<file path="config.mk">
export PLATFORM = sky130hd
export DESIGN_NAME = rs_param
export DESIGN_NICKNAME = d
export VERILOG_FILES = /design/src/rtl/rs_param.sv
export SDC_FILE = /design/constraint.sdc
export NUM_CORES = 2
export LEC_CHECK = 0
export BUFFER_PORTS_ARGS = -buffer_cell sky130_fd_sc_hd__buf_2
export CAP_MARGIN = 20
export CELL_PAD_IN_SITES_DETAIL_PLACEMENT = 1
export CELL_PAD_IN_SITES_GLOBAL_PLACEMENT = 2
export CORE_MARGIN = 2
export CORE_UTILIZATION = 40
export DETAILED_ROUTE_END_ITERATION = 7
export HOLD_SLACK_MARGIN = 0.12
export PLACE_DENSITY = 0.81
export SETUP_SLACK_MARGIN = 0.4
export SYNTH_ARGS = -nofsm -noshare
export SYNTH_HDL_FRONTEND = slang
export SYNTH_SLANG_ARGS = --single-unit
</file>
<file path="constraint.sdc">
create_clock -name clk -period 4.6 [get_ports clk]
set_input_delay 0.46 -clock clk [delete_from_list [all_inputs] [get_ports clk]]
set_output_delay 0.46 -clock clk [all_outputs]
set_load 0.02 [all_outputs]
</file>
<file path="src/rtl/rs_param.sv">
// Reservation station: dispatches decoded ops into free slots, snoops the CDB
// for operand wakeup and issues the oldest-indexed ready entry to execution.
module rs_param #(
  parameter int RS_SIZE   = 8,
  parameter int TAG_W     = 4,
  parameter int DATA_W    = 32,
  parameter int OP_W      = 6,
  parameter int IMM_W     = 32,
  parameter int ADDR_W    = 32,
  parameter int CDB_PORTS = 2
) (
  input  logic                       clk,
  input  logic                       rst,
  input  logic                       rdy,
  input  logic                       flush,
  output logic                       if_idle,
  input  logic                       if_issue_rs,
  input  logic [TAG_W-1:0]           dest_rs,
  input  logic [OP_W-1:0]            op_type_to_rs,
  input  logic [TAG_W-1:0]           tag_rs1_to_rs,
  input  logic [TAG_W-1:0]           tag_rs2_to_rs,
  input  logic [DATA_W-1:0]          data_rs1_to_rs,
  input  logic [DATA_W-1:0]          data_rs2_to_rs,
  input  logic [IMM_W-1:0]           imm_to_rs,
  input  logic [ADDR_W-1:0]          pc_to_rs,
  input  logic [CDB_PORTS-1:0]       cdb_valid,
  input  logic [CDB_PORTS*TAG_W-1:0] cdb_tag,
  input  logic [CDB_PORTS*DATA_W-1:0] cdb_data,
  output logic                       ex_valid,
  input  logic                       ex_ready,
  output logic [OP_W-1:0]            ex_op,
  output logic [DATA_W-1:0]          ex_v1,
  output logic [DATA_W-1:0]          ex_v2,
  output logic [IMM_W-1:0]           ex_imm,
  output logic [ADDR_W-1:0]          ex_pc,
  output logic [TAG_W-1:0]           ex_dest
);

  localparam int IDX_W = $clog2(RS_SIZE);

  logic [RS_SIZE-1:0] busy;
  logic [OP_W-1:0]    e_op   [RS_SIZE];
  logic [TAG_W-1:0]   e_q1   [RS_SIZE];
  logic [TAG_W-1:0]   e_q2   [RS_SIZE];
  logic [DATA_W-1:0]  e_v1   [RS_SIZE];
  logic [DATA_W-1:0]  e_v2   [RS_SIZE];
  logic [IMM_W-1:0]   e_imm  [RS_SIZE];
  logic [ADDR_W-1:0]  e_pc   [RS_SIZE];
  logic [TAG_W-1:0]   e_dest [RS_SIZE];

  // {hit, data}; lowest-numbered matching port wins, tag 0 never matches
  function automatic logic [DATA_W:0] snoop(input logic [TAG_W-1:0] tag);
    logic [DATA_W:0] r;
    r = '0;
    if (tag != '0) begin
      for (int p = CDB_PORTS - 1; p >= 0; p--) begin
        if (cdb_valid[p] && cdb_tag[p*TAG_W +: TAG_W] == tag)
          r = {1'b1, cdb_data[p*DATA_W +: DATA_W]};
      end
    end
    return r;
  endfunction

  logic [DATA_W:0]  wake1 [RS_SIZE];
  logic [DATA_W:0]  wake2 [RS_SIZE];
  logic [DATA_W:0]  cap1;
  logic [DATA_W:0]  cap2;
  logic [IDX_W-1:0] free_idx;
  logic [IDX_W-1:0] sel_idx;
  logic             sel_found;
  logic             out_free;
  logic             dispatch;

  always_comb begin
    for (int i = 0; i < RS_SIZE; i++) begin
      wake1[i] = snoop(e_q1[i]);
      wake2[i] = snoop(e_q2[i]);
    end
    cap1 = snoop(tag_rs1_to_rs);
    cap2 = snoop(tag_rs2_to_rs);
  end

  always_comb begin
    free_idx  = '0;
    sel_idx   = '0;
    sel_found = 1'b0;
    for (int i = RS_SIZE - 1; i >= 0; i--) begin
      if (!busy[i])
        free_idx = IDX_W'(i);
      if (busy[i] && e_q1[i] == '0 && e_q2[i] == '0) begin
        sel_idx   = IDX_W'(i);
        sel_found = 1'b1;
      end
    end
  end

  assign if_idle  = ~&busy;
  assign out_free = !ex_valid || ex_ready;
  assign dispatch = !flush && if_issue_rs && if_idle;

  // Selection sees pre-edge state, so the slot it frees is never the dispatch target
  always_ff @(posedge clk or negedge rst) begin
    if (!rst) begin
      busy     <= '0;
      ex_valid <= 1'b0;
      ex_op    <= '0;
      ex_v1    <= '0;
      ex_v2    <= '0;
      ex_imm   <= '0;
      ex_pc    <= '0;
      ex_dest  <= '0;
      for (int i = 0; i < RS_SIZE; i++) begin
        e_op[i]   <= '0;
        e_q1[i]   <= '0;
        e_q2[i]   <= '0;
        e_v1[i]   <= '0;
        e_v2[i]   <= '0;
        e_imm[i]  <= '0;
        e_pc[i]   <= '0;
        e_dest[i] <= '0;
      end
    end else if (rdy) begin
      if (flush) begin
        busy     <= '0;
        ex_valid <= 1'b0;
      end else begin
        for (int i = 0; i < RS_SIZE; i++) begin
          if (busy[i] && wake1[i][DATA_W]) begin
            e_q1[i] <= '0;
            e_v1[i] <= wake1[i][DATA_W-1:0];
          end
          if (busy[i] && wake2[i][DATA_W]) begin
            e_q2[i] <= '0;
            e_v2[i] <= wake2[i][DATA_W-1:0];
          end
        end
        if (out_free) begin
          if (sel_found) begin
            ex_valid      <= 1'b1;
            ex_op         <= e_op[sel_idx];
            ex_v1         <= e_v1[sel_idx];
            ex_v2         <= e_v2[sel_idx];
            ex_imm        <= e_imm[sel_idx];
            ex_pc         <= e_pc[sel_idx];
            ex_dest       <= e_dest[sel_idx];
            busy[sel_idx] <= 1'b0;
          end else begin
            ex_valid <= 1'b0;
          end
        end
        if (dispatch) begin
          busy[free_idx]   <= 1'b1;
          e_op[free_idx]   <= op_type_to_rs;
          e_imm[free_idx]  <= imm_to_rs;
          e_pc[free_idx]   <= pc_to_rs;
          e_dest[free_idx] <= dest_rs;
          e_q1[free_idx]   <= cap1[DATA_W] ? '0 : tag_rs1_to_rs;
          e_v1[free_idx]   <= cap1[DATA_W] ? cap1[DATA_W-1:0] : data_rs1_to_rs;
          e_q2[free_idx]   <= cap2[DATA_W] ? '0 : tag_rs2_to_rs;
          e_v2[free_idx]   <= cap2[DATA_W] ? cap2[DATA_W-1:0] : data_rs2_to_rs;
        end
      end
    end
  end

endmodule

</file>
After elaboration in Yosys (flattened, before gate mapping)
Index checks and enable logic that the tools add are counted.
{"block": "classes", "order_cmp": 7, "n_eq_ne": 36, "mux": 227, "bitwise": 6, "n_reduce_logical": 117}
{"operator": "2-to-1 mux 32 bit", "n": 61}
{"operator": "2-to-1 mux 33 bit", "n": 54}
{"operator": "bitwise mux 256 bit", "n": 4}
{"operator": "2-to-1 mux 256 bit", "n": 2}
{"operator": "binary-select mux 32 bit (select 3 bit)", "n": 4}
{"operator": "2-to-1 mux 4 bit", "n": 53}
{"operator": "equality test 4 bit", "n": 36}
{"operator": "bitwise mux 32 bit", "n": 3}
{"operator": "demux 32 bit (select 3 bit)", "n": 1}
{"operator": "logical AND 1 bit", "n": 73}
{"operator": "nonzero test 4 bit", "n": 18}
{"operator": "logical NOT 4 bit", "n": 16}
{"operator": "bitwise mux 48 bit", "n": 1}
{"operator": "2-to-1 mux 3 bit", "n": 16}
{"operator": "2-to-1 mux 8 bit", "n": 6}
{"operator": "binary-select mux 6 bit (select 3 bit)", "n": 1}
{"operator": "demux 6 bit (select 3 bit)", "n": 1}
{"operator": "2-to-1 mux 6 bit", "n": 3}
{"operator": "2-to-1 mux 1 bit", "n": 13}
{"operator": "binary-select mux 4 bit (select 3 bit)", "n": 1}
{"operator": "demux 4 bit (select 3 bit)", "n": 1}
{"operator": "bitwise AND 8 bit", "n": 1}
{"operator": "greater-or-equal comparator 4 bit, second input constant", "n": 2}
{"operator": "< comparator 3 x 4 -> 1 bit, second input constant", "n": 2}
{"operator": "other kinds (14)", "n": 20}
{"block": "word_totals", "ff_bits": 1315, "input_bits": 226, "output_inout_bits": 140, "word_cells": 465}

Logic depth before layout (Yosys ltp)
{"block": "logic_depth", "word_depth": 24, "depth_mapped": 11, "ltp_nobuf": 7}

Least setup slack after synthesis
OpenSTA, ideal clock, no wires.
{"block": "synth_timing", "path_kind": "in2reg", "from": "input cdb_tag[3]", "to": "register e_v1[0] (netlist bit)", "setup_ps": 121, "arrival_time_ps": 2399, "required_time_ps": 4479, "path_slack_ps": 2080, "stages": 10, "path_cell_list": "buf_4 buf_4 xor2_1 nor3_2 nand3_2 clkbuf_1 mux2_2 mux2i_4 a32oi_1 o22a_1"}
{"block": "synth_between", "elab_chain_len": 10, "elab_cells_between_ends": 15, "cone_classes": "eq/ne: 2; mux: 10; reduce/logical: 3"}
{"element": "from (decl)", "line_no": "27", "rtl": "input logic [CDB_PORTS*TAG_W-1:0] cdb_tag,"}
{"element": "equality test 4 bit", "line_no": "57", "rtl": "if (cdb_valid[p] && cdb_tag[p*TAG_W +: TAG_W] == tag)"}
{"element": "logical AND 1 bit", "line_no": "57"}
{"element": "2-to-1 mux 33 bit", "line_no": "57"}
{"element": "2-to-1 mux 33 bit", "line_no": "55", "rtl": "if (tag != '0) begin"}
{"element": "logical AND 1 bit", "line_no": "128", "rtl": "if (busy[i] && wake1[i][DATA_W]) begin"}
{"element": "2-to-1 mux 32 bit", "line_no": "128"}
{"element": "2-to-1 mux 32 bit", "line_no": "123", "rtl": "if (flush) begin"}
{"element": "2-to-1 mux 32 bit", "line_no": "122", "rtl": "end else if (rdy) begin"}
{"element": "bitwise mux 256 bit", "line_no": "158", "rtl": "e_v1[free_idx] <= cap1[DATA_W] ? cap1[DATA_W-1:0] : data_rs1_to_rs;"}
{"element": "2-to-1 mux 256 bit *", "line_no": "151", "rtl": "if (dispatch) begin"}
{"element": "to (signal, indexed assignment)", "line_no": "130", "rtl": "e_v1[i] <= wake1[i][DATA_W-1:0];"}
{"element": "to (signal, indexed assignment)", "line_no": "158"}
{"element": "to (decl)", "line_no": "45", "rtl": "logic [DATA_W-1:0] e_v1 [RS_SIZE];"}
Every way passes the cells marked *; elsewhere a longest branch is shown, timed or not. The select of a mux whose other input is x is not followed.
A chain may end at the register's enable or synchronous reset.

Worst setup path after layout
{"block": "layout_timing", "from": "register e_q1[17] (netlist bit)", "to": "register ex_v2[5]"}
{"block": "layout_between", "elab_chain_len": 11, "elab_cells_between_ends": 16, "cone_classes": "mux: 11; bitwise: 1; reduce/logical: 4"}
{"element": "from (decl)", "line_no": "43", "rtl": "logic [TAG_W-1:0] e_q1 [RS_SIZE];"}
{"element": "from (signal, indexed assignment)", "line_no": "157", "rtl": "e_q1[free_idx] <= cap1[DATA_W] ? '0 : tag_rs1_to_rs;"}
{"element": "logical NOT 4 bit *", "line_no": "90", "rtl": "if (busy[i] && e_q1[i] == '0 && e_q2[i] == '0) begin"}
{"element": "logical AND 1 bit * (2 in a row)", "line_no": "90"}
{"element": "2-to-1 mux 3 bit (4 in a row)", "line_no": "90"}
{"element": "inverter 3 -> 4 bit (not written as such)", "line_no": "142", "rtl": "ex_v2 <= e_v2[sel_idx];"}
{"element": "binary-select mux 32 bit (select 3 bit)", "line_no": "142"}
{"element": "2-to-1 mux 32 bit (not written as such) (2 in a row)", "line_no": "142"}
{"element": "to (signal assigned)", "line_no": "142"}
{"element": "to (decl)", "line_no": "33", "rtl": "output logic [DATA_W-1:0] ex_v2,"}
Marks and branches as above.

==> metrics.log <==
[metrics] final routed wire length divided by cell count: 32.7 um
[metrics] type of the worst min-delay path: in -> reg
[metrics] core occupancy in the finished layout: 46.0%
[metrics] global-route usage over all layers: 34.5%
[metrics] required time of the critical path: 5.34 ns
[metrics] Die Wd: 419 um
[metrics] sink count of the clock tree: 1,315
[metrics] number of buffer and inverter instances along the worst setup path: 1
[metrics] Leak Pwr: 35.2 nW
[metrics] async set or reset register ratio after synthesis: 100%
[metrics] TritonCTS clock tree: yes
[metrics] Yosys warning total: 0
[metrics] number of detailed-route iterations in the first pass: 7
[metrics] register-to-register path setup slack: 0.78 ns
[metrics] hold_sp: data_rs2_to_rs[7]
[metrics] count of cell instances traversed by the critical path: 7
[metrics] top achievable clock speed: 0.262 GHz
[metrics] Final Instance Count excl. Fillers: 9,429
[metrics] Post-Synthesis Mean Instance Area: 9.90 um^2
[metrics] fraction of the cycle the final worst path needs: 82.9%
[metrics] maxcap violations: 0
[metrics] antenna violations before repair: 52
[metrics] Hold Path Depth: 3
[metrics] gate family responsible for the most delay along the worst path: compound AO/OA/AOI/OAI gates
[metrics] delay of the slowest critical-path stage: 0.91 ns
[metrics] CP Max Fanout: 42
[metrics] PD cells: 435 nW/um^2
[metrics] maximum number of pins on one net before global-route repair: 195
[metrics] # placed instances: 9,048
[metrics] transition time at the pin with the least slew margin: 1.33 ns
[metrics] clk_skew: 0.0755 ns
[metrics] Std-Cell Rows: 152
[metrics] area of the mapped netlist: 68,900 um^2
[metrics] final setup fails: 0
[metrics] worst skew pair latency: 0.85 ns
[metrics] post-CTS repair timing setup buffer count: 0
[metrics] unrepaired setup endpoints after global routing: no
[metrics] Worst setup EP type: flip-flop
[metrics] number of slew-limit violations in the final report: 0
[metrics] Max VDD drop: 0.398 mV
[metrics] post-synthesis sequential element count: 1,315
[metrics] final-layout setup total negative slack: 0 ns
[metrics] reg-to-reg endpoint: ex_v2[5]
[metrics] iteration-0 DRC count of the detailed router: 7,164
[metrics] first-pass GRT wire length: 452 mm
[metrics] worst hold slack: 0.157 ns
[metrics] Endpoint, Worst Hold: e_v2[231]
[metrics] critical path arrival: 4.55 ns
[metrics] net count after synthesis: 7,190
[metrics] Starting Density: 40.2%
[metrics] final weighted congestion in routability-driven placement: 0.893
[metrics] clock-pin slew on the worst setup and hold paths: 0.06 ns
[metrics] sequential element share of the synthesized area: 47.7%
[metrics] type of the setup path with the least slack: reg -> reg
[metrics] number of input and output port buffers inserted: 365
[metrics] flip-flop cell with the highest count after synthesis: dfrtp_1
[metrics] detail-routed via count per cell: 6.66
[metrics] CTS HTree Levels: 4
[metrics] Via Count: 62,800
[metrics] core area: 171,000 um^2
[metrics] final count of hold timing violations: 0
[metrics] TritonCTS Buffers: 153
[metrics] critical path, cell by cell: nor4_1 -> nand3_1 -> o21ai_1 -> a21o_4 -> buf_12 -> mux2_2 -> o211ai_1
[metrics] vertical die dimension: 419 um
[metrics] Slew headroom: 11.6%
[metrics] HPWL Detailed: 175 mm
[metrics] number of top-level pins: 366
[metrics] result of the run: completed
[metrics] total power: 0.0343 W
[metrics] post-layout min period: 3.82 ns
[metrics] Critical Path Start Type: flip-flop
[metrics] count of nets after finishing: 7,196
[metrics] area of the die: 176,000 um^2
[metrics] Post-synth EDFFs: 0
[metrics] drt total wl: 308 mm
[metrics] area added between synthesis and finish: 14.3%
[metrics] worst reg2reg startpoint: e_q1[17]
[metrics] antenna viol nets, final: 0
[metrics] fraction of final layout cells with drive strength greater than 1: 19.2%
[metrics] number of global-route vias before repair: 65,400
[metrics] cell chosen for the clock root: clkbuf_16
[metrics] total overflow reported by the global router: 0
[metrics] worst-path cell with the longest stage delay: a21o_4
[metrics] count of unresolved DRC violations after routing: 0
[metrics] worst-case reg-to-reg path depth: 7
[metrics] maximum root-to-sink buffer count: 3
[metrics] post-synthesis cell count: 6,964
[metrics] Unique masters post-synth: 63
==> registers in the layout, summed over array words and instances, names as in the netlist, 32 cells and up <==
signal and cells:
e_dest 32, e_imm 256, e_op 48, e_pc 256, e_q1 32, e_q2 32, e_v1 256, e_v2 256
ex_imm 32, ex_pc 32, ex_v1 32, ex_v2 32
==> synth_stat cells (3+ instances only) <==
cell       instances  area, um^2
a211oi_1          94         706
a21boi_0           6        45.0
a21o_1             6        45.0
a21oi_1          226        1130
a221oi_1         151        1320
a222oi_1          78         781
a22o_1           106         928
a22oi_1          134        1010
a31oi_1            3        18.8
a32o_1            92         921
a32oi_1          384        3360
and2_1            15        93.8
and3_1            43         269
buf_1             96         360
buf_2            133         666
buf_4             16         120
buf_6             12         135
clkbuf_1         519        1950
dfrtp_1         1315       32900
inv_1              3        11.3
mux2_1             6        67.6
mux2_2           438        4930
mux2i_1          133        1330
mux2i_4           58        1310
nand2_1         1721        6460
nand3_1           45         225
nor2_1           274        1030
nor2b_1           16         100
nor3_1            32         160
nor4_1            15        93.8
nor4_2             7        87.6
o211ai_1           6        45.0
o21a_1            15         113
o21ai_0           44         220
o21ai_1           78         390
o22a_1           385        3370
o2bb2ai_1         25         219
o31ai_1           55         413
or2_2              4        25.0
xnor2_1           36         315
xor2_1           108         946
==> kinds of logic (layout without fill, tap and decap cells) <==
kind of cell / after synthesis / in the layout / share of synthesized area (%)
flip-flops: 1315 / 1315 / 47.7
AO/OA/AOI/OAI: 1904 / 1904 / 22.1
AND/OR/NAND/NOR: 2185 / 2185 / 12.6
buffers and inverters: 780 / 905 / 4.71
multiplexers: 636 / 636 / 11.1
XOR/XNOR: 144 / 144 / 1.83
other: 0 / 30 / 0
==> cells in the final DEF, fill, tap and decap left out, types with 133 or more instances in the layout <==
cell,n
a32oi_1,384
nor2_1,266
o22a_1,385
a22oi_1,134
a21oi_1,225
dfrtp_1,1315
buf_2,364
clkbuf_16,153
nand2_1,1711
mux2i_1,133
mux2_2,438
a221oi_1,151
==> worst max path at each step <==
stage | start | end | slack (ns)
2_1_floorplan | cdb_tag[3] | e_v1[0] | 2.08
3_3_place_gp | e_q1[16] | ex_imm[5] | 0.98
6_report | e_q1[17] | ex_v2[5] | 0.78
4_1_cts | e_q1[16] | ex_v2[5] | 0.82
5_1_grt | e_q1[17] | ex_v2[5] | 0.60
3_5_place_dp | e_q1[16] | ex_v2[5] | 0.84
==> layout make-up <==
| type | instances | area [um^2] |
|---|---|---|
| inverters | 4 | 15.0 |
| well taps | 2310 | 2890 |
| diodes | 30 | 75.1 |
| repair buffers | 627 | 4660 |
| flip-flops and latches | 1315 | 32900 |
| clock inverters | 44 | 583 |
| multi-input cells | 4869 | 33200 |
| clock buffers | 230 | 4500 |
| fillers | 18800 | 92500 |
==> routing by layer <==
layer	global-route usage, %	part of all wire [%]
met2	53.3	45
met1	45.3	41
met4	17.7	5.3
met5	0	0.017
met3	7.59	9.0
==> where the power goes <==
part	internal, W	leakage, nW	total, W	switching [W]
Combinational	0.00230	15.0	0.00695	0.00465
Clock	0.00701	2.50	0.0124	0.00544
Sequential	0.0135	17.6	0.0149	0.00146
Total	0.0228	35.2	0.0343	0.0115
==> stage by stage <==
stage          cell area [um^2]  setup slack (ns)
2_1_floorplan             68900              2.08
3_3_place_gp              72900             0.981
3_5_place_dp              72900             0.838
4_1_cts                   78800             0.821
5_1_grt                   78800             0.602
6_report                  78800             0.785
==> worst reg2reg max path: stages (launching register included) <==
cell	delay [ns]
dfrtp_1	0.43
nor4_1	0.65
nand3_1	0.44
o21ai_1	0.36
a21o_4	0.91
buf_12	0.36
mux2_2	0.38
o211ai_1	0.18
==> timing repair <==
action                                 in CTS  in global routing
endpoints found under the hold margin     678                  0
gates resized for setup                     0                  0
hold buffers                               77                  0
(Power assumes the default switching activity.)
